$ cat config.mk
export PLATFORM = sky130hd
export DESIGN_NAME = baccarat_match_sequencer
export DESIGN_NICKNAME = d
export VERILOG_FILES = /design/src/rtl/baccarat_pkg.sv /design/src/rtl/baccarat_match_sequencer_sat_counter.sv /design/src/rtl/baccarat_match_sequencer.sv
export SDC_FILE = /design/constraint.sdc
export NUM_CORES = 1
export LEC_CHECK = 0
export ABC_CLOCK_PERIOD_IN_PS = 2100
export BUFFER_PORTS_ARGS = -buffer_cell sky130_fd_sc_hd__buf_4
export CORE_MARGIN = 5
export CORE_UTILIZATION = 52
export DETAILED_ROUTE_END_ITERATION = 10
export GPL_TIMING_DRIVEN = 0
export MAX_ROUTING_LAYER = met4
export PLACE_DENSITY = 0.86
export SLEW_MARGIN = 10
export SYNTH_ARGS = -nofsm -noshare
export SYNTH_HDL_FRONTEND = slang
export SYNTH_HIERARCHICAL = 1
export SYNTH_SLANG_ARGS = --single-unit
$ cat constraint.sdc
create_clock -name slow_clock -period 2.1 [get_ports slow_clock]
set_input_delay 0 -clock slow_clock [delete_from_list [all_inputs] [get_ports slow_clock]]
set_output_delay 0 -clock slow_clock [all_outputs]
set_load 0.02 [all_outputs]
$ cat src/rtl/baccarat_pkg.sv
// Shared types and constants for the baccarat match sequencer.
//   seq_state_t : sequencer FSM states
//   outcome_t   : round result decoded from the hand FSM win lights
//   MAX_DEALS   : most cards a single hand can consume
package baccarat_pkg;

    typedef enum logic [2:0] {
        IDLE,
        CLEAR,
        REQ,
        STEP,
        CHECK,
        HOLD,
        DONE,
        ERR
    } seq_state_t;

    typedef enum logic [1:0] {
        NONE,
        PLAYER,
        DEALER,
        TIE
    } outcome_t;

    localparam int unsigned MAX_DEALS = 6;
    localparam int unsigned STEP_W    = 3;

    // Both lights lit means a tie.
    function automatic outcome_t decode_outcome(input logic player, input logic dealer);
        outcome_t res;
        case ({player, dealer})
            2'b11:   res = TIE;
            2'b10:   res = PLAYER;
            2'b01:   res = DEALER;
            default: res = NONE;
        endcase
        return res;
    endfunction

endpackage

$ cat src/rtl/baccarat_match_sequencer_sat_counter.sv
// Saturating up-counter used for the per-outcome tallies.
//   clk, rst : clock, async active-high reset
//   clr      : synchronous clear (wins over inc)
//   inc      : add one unless already at all-ones
//   q        : count value
module sat_counter #(
    parameter int unsigned W = 8
) (
    input  logic         clk,
    input  logic         rst,
    input  logic         clr,
    input  logic         inc,
    output logic [W-1:0] q
);

    logic [W-1:0] r_q;

    // Holds at all-ones instead of wrapping.
    always_ff @(posedge clk or posedge rst) begin
        if (rst) begin
            r_q <= '0;
        end else if (clr) begin
            r_q <= '0;
        end else if (inc && (r_q != {W{1'b1}})) begin
            r_q <= r_q + W'(1);
        end
    end

    assign q = r_q;

endmodule

$ cat src/rtl/baccarat_match_sequencer.sv
// Match-level sequencer between the card source and the baccarat hand FSM.
// Paces card deals on a req/valid handshake, steps the hand FSM one state per
// card, clears the hand between rounds and tallies the round outcomes.
//   slow_clock, resetb        : clock, async active-high reset
//   start                     : begin a match when not busy
//   card_valid                : card source handshake (accepted while card_req)
//   player_win, dealer_win    : hand FSM result lights
//   card_req/hand_step/hand_clr : mutually exclusive control strobes
//   player/dealer/tie_tally   : saturating outcome counts
//   round_cnt                 : rounds completed this match
//   busy, match_done, err     : status
module baccarat_match_sequencer
    import baccarat_pkg::*;
#(
    parameter int unsigned NUM_ROUNDS   = 8,
    parameter int unsigned HOLD_CYCLES  = 16,
    parameter int unsigned TALLY_W      = 8,
    parameter int unsigned CARD_TIMEOUT = 255
) (
    input  logic               slow_clock,
    input  logic               resetb,
    input  logic               start,
    input  logic               card_valid,
    input  logic               player_win,
    input  logic               dealer_win,
    output logic               card_req,
    output logic               hand_step,
    output logic               hand_clr,
    output logic [TALLY_W-1:0] player_tally,
    output logic [TALLY_W-1:0] dealer_tally,
    output logic [TALLY_W-1:0] tie_tally,
    output logic [7:0]         round_cnt,
    output logic               busy,
    output logic               match_done,
    output logic               err
);

    localparam int unsigned TMR_MAX = (CARD_TIMEOUT > HOLD_CYCLES) ? CARD_TIMEOUT : HOLD_CYCLES;
    localparam int unsigned TMR_W   = $clog2(TMR_MAX + 1);
    localparam logic [TMR_W-1:0]  REQ_LAST  = TMR_W'(CARD_TIMEOUT - 1);
    localparam logic [TMR_W-1:0]  HOLD_LAST = TMR_W'(HOLD_CYCLES - 1);
    localparam logic [STEP_W-1:0] DEAL_LAST = STEP_W'(MAX_DEALS);

    seq_state_t        r_state;
    seq_state_t        w_state_next;
    logic [TMR_W-1:0]  r_timer;
    logic [STEP_W-1:0] r_step_cnt;
    logic [7:0]        r_round_cnt;
    logic              r_card_req;
    logic              r_hand_step;
    logic              r_hand_clr;
    logic              r_busy;
    logic              r_match_done;
    logic              r_err;
    logic              w_match_clr;
    logic              w_score;
    outcome_t          w_outcome;

    // State register.
    always_ff @(posedge slow_clock or posedge resetb) begin
        if (resetb) begin
            r_state <= IDLE;
        end else begin
            r_state <= w_state_next;
        end
    end

    // Next-state logic plus match-clear and scoring strobes.
    always_comb begin
        w_state_next = r_state;
        w_match_clr  = 1'b0;
        w_score      = 1'b0;
        w_outcome    = decode_outcome(player_win, dealer_win);
        case (r_state)
            IDLE, DONE, ERR: begin
                if (start) begin
                    w_state_next = CLEAR;
                    w_match_clr  = 1'b1;
                end
            end
            CLEAR: w_state_next = REQ;
            REQ: begin
                // A card arriving on the last timeout cycle is still taken.
                if (card_valid) begin
                    w_state_next = STEP;
                end else if (r_timer == REQ_LAST) begin
                    w_state_next = ERR;
                end
            end
            STEP: w_state_next = CHECK;
            CHECK: begin
                if (w_outcome != NONE) begin
                    w_score      = 1'b1;
                    w_state_next = HOLD;
                end else if (r_step_cnt >= DEAL_LAST) begin
                    w_state_next = ERR;
                end else begin
                    w_state_next = REQ;
                end
            end
            HOLD: begin
                if (r_timer == HOLD_LAST) begin
                    w_state_next = (r_round_cnt == 8'(NUM_ROUNDS)) ? DONE : CLEAR;
                end
            end
            default: w_state_next = IDLE;
        endcase
    end

    // Shared cycle timer: restarts on every state change, runs in REQ and HOLD.
    always_ff @(posedge slow_clock or posedge resetb) begin
        if (resetb) begin
            r_timer <= '0;
        end else if (w_state_next != r_state) begin
            r_timer <= '0;
        end else if ((r_state == REQ) || (r_state == HOLD)) begin
            r_timer <= r_timer + TMR_W'(1);
        end
    end

    // Cards dealt in the current hand.
    always_ff @(posedge slow_clock or posedge resetb) begin
        if (resetb) begin
            r_step_cnt <= '0;
        end else if (r_state == CLEAR) begin
            r_step_cnt <= '0;
        end else if (r_state == STEP) begin
            r_step_cnt <= r_step_cnt + STEP_W'(1);
        end
    end

    // Completed rounds this match.
    always_ff @(posedge slow_clock or posedge resetb) begin
        if (resetb) begin
            r_round_cnt <= '0;
        end else if (w_match_clr) begin
            r_round_cnt <= '0;
        end else if (w_score) begin
            r_round_cnt <= r_round_cnt + 8'(1);
        end
    end

    sat_counter #(.W(TALLY_W)) u_player_tally (
        .clk (slow_clock),
        .rst (resetb),
        .clr (w_match_clr),
        .inc (w_score && (w_outcome == PLAYER)),
        .q   (player_tally)
    );

    sat_counter #(.W(TALLY_W)) u_dealer_tally (
        .clk (slow_clock),
        .rst (resetb),
        .clr (w_match_clr),
        .inc (w_score && (w_outcome == DEALER)),
        .q   (dealer_tally)
    );

    sat_counter #(.W(TALLY_W)) u_tie_tally (
        .clk (slow_clock),
        .rst (resetb),
        .clr (w_match_clr),
        .inc (w_score && (w_outcome == TIE)),
        .q   (tie_tally)
    );

    // Moore outputs, registered from the next state so they align with r_state.
    always_ff @(posedge slow_clock or posedge resetb) begin
        if (resetb) begin
            r_card_req   <= 1'b0;
            r_hand_step  <= 1'b0;
            r_hand_clr   <= 1'b0;
            r_busy       <= 1'b0;
            r_match_done <= 1'b0;
            r_err        <= 1'b0;
        end else begin
            r_card_req   <= (w_state_next == REQ);
            r_hand_step  <= (w_state_next == STEP);
            r_hand_clr   <= (w_state_next == CLEAR);
            r_busy       <= (w_state_next == CLEAR) || (w_state_next == REQ) ||
                            (w_state_next == STEP)  || (w_state_next == CHECK) ||
                            (w_state_next == HOLD);
            r_match_done <= (w_state_next == DONE);
            r_err        <= (w_state_next == ERR);
        end
    end

    assign card_req   = r_card_req;
    assign hand_step  = r_hand_step;
    assign hand_clr   = r_hand_clr;
    assign round_cnt  = r_round_cnt;
    assign busy       = r_busy;
    assign match_done = r_match_done;
    assign err        = r_err;

endmodule

==> run_results.csv <==
group,metric,value,unit
synthesis,avgSynthCellArea,10.07,µm²
placed_design,hpwl,4919,µm
synthesis,syn-cell-area,0.003192,mm²
floorplanning,die_w,88.35,µm
status,run_status,"finished, violations left",
placed_design,port-buffer-count,43,
drt,via_per_inst,5.660,
clock_network,clk_latency,0.30,ns
floorplanning,die_h,88.35,µm
power,internal_power,2.073,mW
sta,fin_crit_sh,101.1,%
final_layout,ff_latch_area,0.001304,mm²
setup_path,cp_max_fo,4,
floorplanning,rows,28,
final_layout,finish.utilization,64.64,%
synthesis,yosys.area.top_type,"dfrtp_1",
power,power_frac_comb,48.0,%
drt,postRouteAntennaNets,0,
setup_path,reg2reg_to,"u_tie_tally/q[3]",
synthesis,syn-num-nets,331,
sta,setup-tns-final,-0.04555,ns
floorplanning,start_util,53.59,%
setup_path,cp.required,2.30,ns
worst_hold_path,hold_class,"primary input to flop",
final_layout,synthToLayoutAreaGrowth,20.62,%
synthesis,ys_warn_count,6,
floorplanning,die-area,0.007805,mm²
placed_design,place_ws,-0.2392,ns
final_layout,finalNetCount,395,
sta,fmax,471.0,MHz
worst_hold_path,min_from,"dealer_win",
power,power_density,910.7,mW/mm²
setup_path,start_kind,"flop",
drt,num_vias,2581,
synthesis,synth.area.top_cells,"dfrtp_1 41%, mux2_4 5.6%, ha_1 3.1%",
status,violations,"setup timing",
sta,worst_pin_slew,1.071,ns
clock_network,cts_num_sinks,52,
synthesis,yosysTopAreaCellShare,40.77,%
final_layout,n_fill_cell,475,
global_routing,antenna_found_initial,0,
floorplanning,fp.coreArea,0.005956,mm²
power,irDropWorstVdd,0.4698,mV
global_routing,grt_pass1_vias,2625,
drt,wl,6941,µm
clock_network,ctsRootBufferMaster,"clkbuf_8",
global_routing,grt_max_degree,29,
setup_path,end_kind,"flop",
sta,rsz0062_at_grt,"true",
setup_path,rr_startpoint,"r_state[1]",
synthesis,ys_types,58,
setup_path,r2r_setup_slack,-0.02,ns
setup_path,critical_path_class,"flop to flop",
power,p_switching,1.433,mW
sta,hold_violations,0,
power,seqPwrFrac,36.5,%
worst_hold_path,hold_depth,3,
clock_network,htreeDepth,2,
floorplanning,num_io_pins,44,
synthesis,synth_common_cells,"52 x dfrtp_1, 25 x nor2_1, 23 x nand2_1, 15 x nor2b_1, 14 x nor3_1",
power,p_sw_share,40.89,%
synthesis,synth-edff-count,0,
clock_network,cts_made_buffers,5,
synthesis,synthArstFlopShare,100.0,%
global_routing,grt_use_total,19.21,%
synthesis,yosysSeqAreaShare,40.77,%
final_layout,multi_input_comb_area,0.001774,mm²
synthesis,synth-seq-cells,52,
sta,final_max_slew_viol_count,0,
sta,fin_skew,0.01076,ns
clock_network,clkSlewWorstSetupHoldPaths,0.10,ns
sta,period_needed,2.123,ns
sta,maxSlewHeadroom,28.54,%
synthesis,synth_top_flop_cell,"dfrtp_1",
drt,dr.pass1.iters,4,
clock_network,cts_tree,"yes",
drt,drt_iter0_markers,155,
setup_path,r2r_cells,8,
flow_run,cap_violations,0,
sta,worst_slack,-0.02326,ns
global_routing,grt_first_pass_wirelength,11760,µm
power,p_leak,1.793,nW
synthesis,yosysMostFrequentCell,"dfrtp_1",
synthesis,netlist_instances,317,
final_layout,antenna_cells,0,
sta,setup-violations-final,2,
setup_path,arrival,2.32,ns
drt,detail_route.wl_per_cell,15.22,µm
placed_design,gp_congestion,0.8782,
power,pwr-share-clk,15.5,%
worst_hold_path,whs_endpoint,"hand_clr",
clock_network,cts_max_path_buffers,2,
drt,drc,0,
global_routing,grt_overflow_total,0,
final_layout,drive_gt1_share,32.28,%
[worst max path at each step]
stage               startpoint             endpoint  slack, ns  cells after the start
floorplan           r_state[1]  u_dealer_tally/q[5]      -0.03                      7
global placement    r_state[1]  u_dealer_tally/q[5]      -0.19                      7
detailed placement  r_state[1]  u_player_tally/q[5]      -0.24                      9
CTS                 r_state[0]  u_player_tally/q[3]      0.005                      9
global route        r_state[1]     u_tie_tally/q[3]      -0.07                      8
finish              r_state[1]     u_tie_tally/q[3]      -0.02                      8
[timing repair]
action	4_1_cts	5_1_grt
endpoints found under the setup margin	21	25
hold buffers	1	0
pin swaps	7	3
gates resized for setup	6	10
buffers inserted	9	5
gates cloned	0	0
endpoints found under the hold margin	24	0
[flip-flops by register name, summed over array words and instances (netlist names), 3 cells and up]
| name | count |
|---|---|
| u_dealer_tally/q | 8 |
| r_state | 3 |
| round_cnt | 8 |
| u_player_tally/q | 8 |
| r_timer | 8 |
| u_tie_tally/q | 8 |
| r_step_cnt | 3 |
[power groups by stage]
stage	Clock, mW	Sequential (mW)	Combinational, mW
final	0.543	1.28	1.68
after global routing	0.594	1.30	1.85
after CTS	0.558	1.28	1.63
after detailed placement	0	1.30	1.55
after global placement	0	1.29	1.50
after floorplan	0	1.38	1.06
[worst max-delay path, stage by stage, from the launching register on]
cell     delay, ns
dfrtp_2       0.43
or3b_1        0.39
buf_6         0.14
inv_4         0.05
and3_4        0.19
nand4_1       0.20
buf_4         0.20
a21oi_2       0.12
mux2_4        0.30
[cells by family after synthesis]
kind of cell | Yosys count | synth area share, %
AOI/OAI and AO/OA | 55 | 13.84
xor gates and xnor gates | 15 | 4.116
buffers and inverters | 28 | 4.782
DFF | 52 | 40.77
and+or+nand+nor | 144 | 26.77
muxes | 15 | 6.586
adders and majority gates | 8 | 3.136
[routing by layer]
metal	vias to the layer above	wire length, µm	GRT usage [%]
met5	-	0	-
met4	0	70	5.907
met3	5	298	2.514
met2	62	3561	32.49
met1	1262	3011	23.99
li1	1252	-	-
[through the flow]
| stage | cells | instance area [µm²] | hold WS (ns) | total power [mW] |
|---|---|---|---|---|
| floorplan | 317 | 3211 | -0.1843 | 2.435 |
| global placement | 435 | 3627 | -0.001500 | 2.787 |
| detailed placement | 435 | 3627 | -0.001521 | 2.857 |
| CTS | 451 | 3796 | 0.1895 | 3.469 |
| global route | 456 | 3850 | 0.2452 | 3.749 |
| finish | 456 | 3850 | 0.2016 | 3.506 |
[placed cells by master, fill, tap and decap left out, types with 4 or more instances in the layout]
cell type / count
a211oi_1: 7
a211oi_2: 5
a21oi_1: 9
a21oi_2: 6
and3_1: 4
and4_1: 4
buf_4: 58
buf_6: 6
clkbuf_2: 5
clkbuf_8: 5
dfrtp_1: 50
ha_1: 8
inv_1: 12
mux2_4: 12
nand2_1: 22
nand2b_1: 7
nand3_1: 13
nand4_1: 9
nand4b_1: 4
nor2_1: 24
nor2b_1: 15
nor3_1: 14
o21ai_0: 7
xnor2_1: 8
xor2_1: 7
[area by class of cell]
| class | instances | area share, % |
|---|---|---|
| Multi-Input combinational cell | 237 | 46.08 |
| Sequential cell | 52 | 33.86 |
| Timing Repair Buffer | 58 | 11.37 |
| Buffer | 12 | 2.600 |
| Tap cell | 75 | 2.437 |
| Clock buffer | 5 | 1.787 |
| Inverter | 15 | 1.527 |
| Clock inverter | 2 | 0.3250 |
Power figures use the tool's default switching activity.
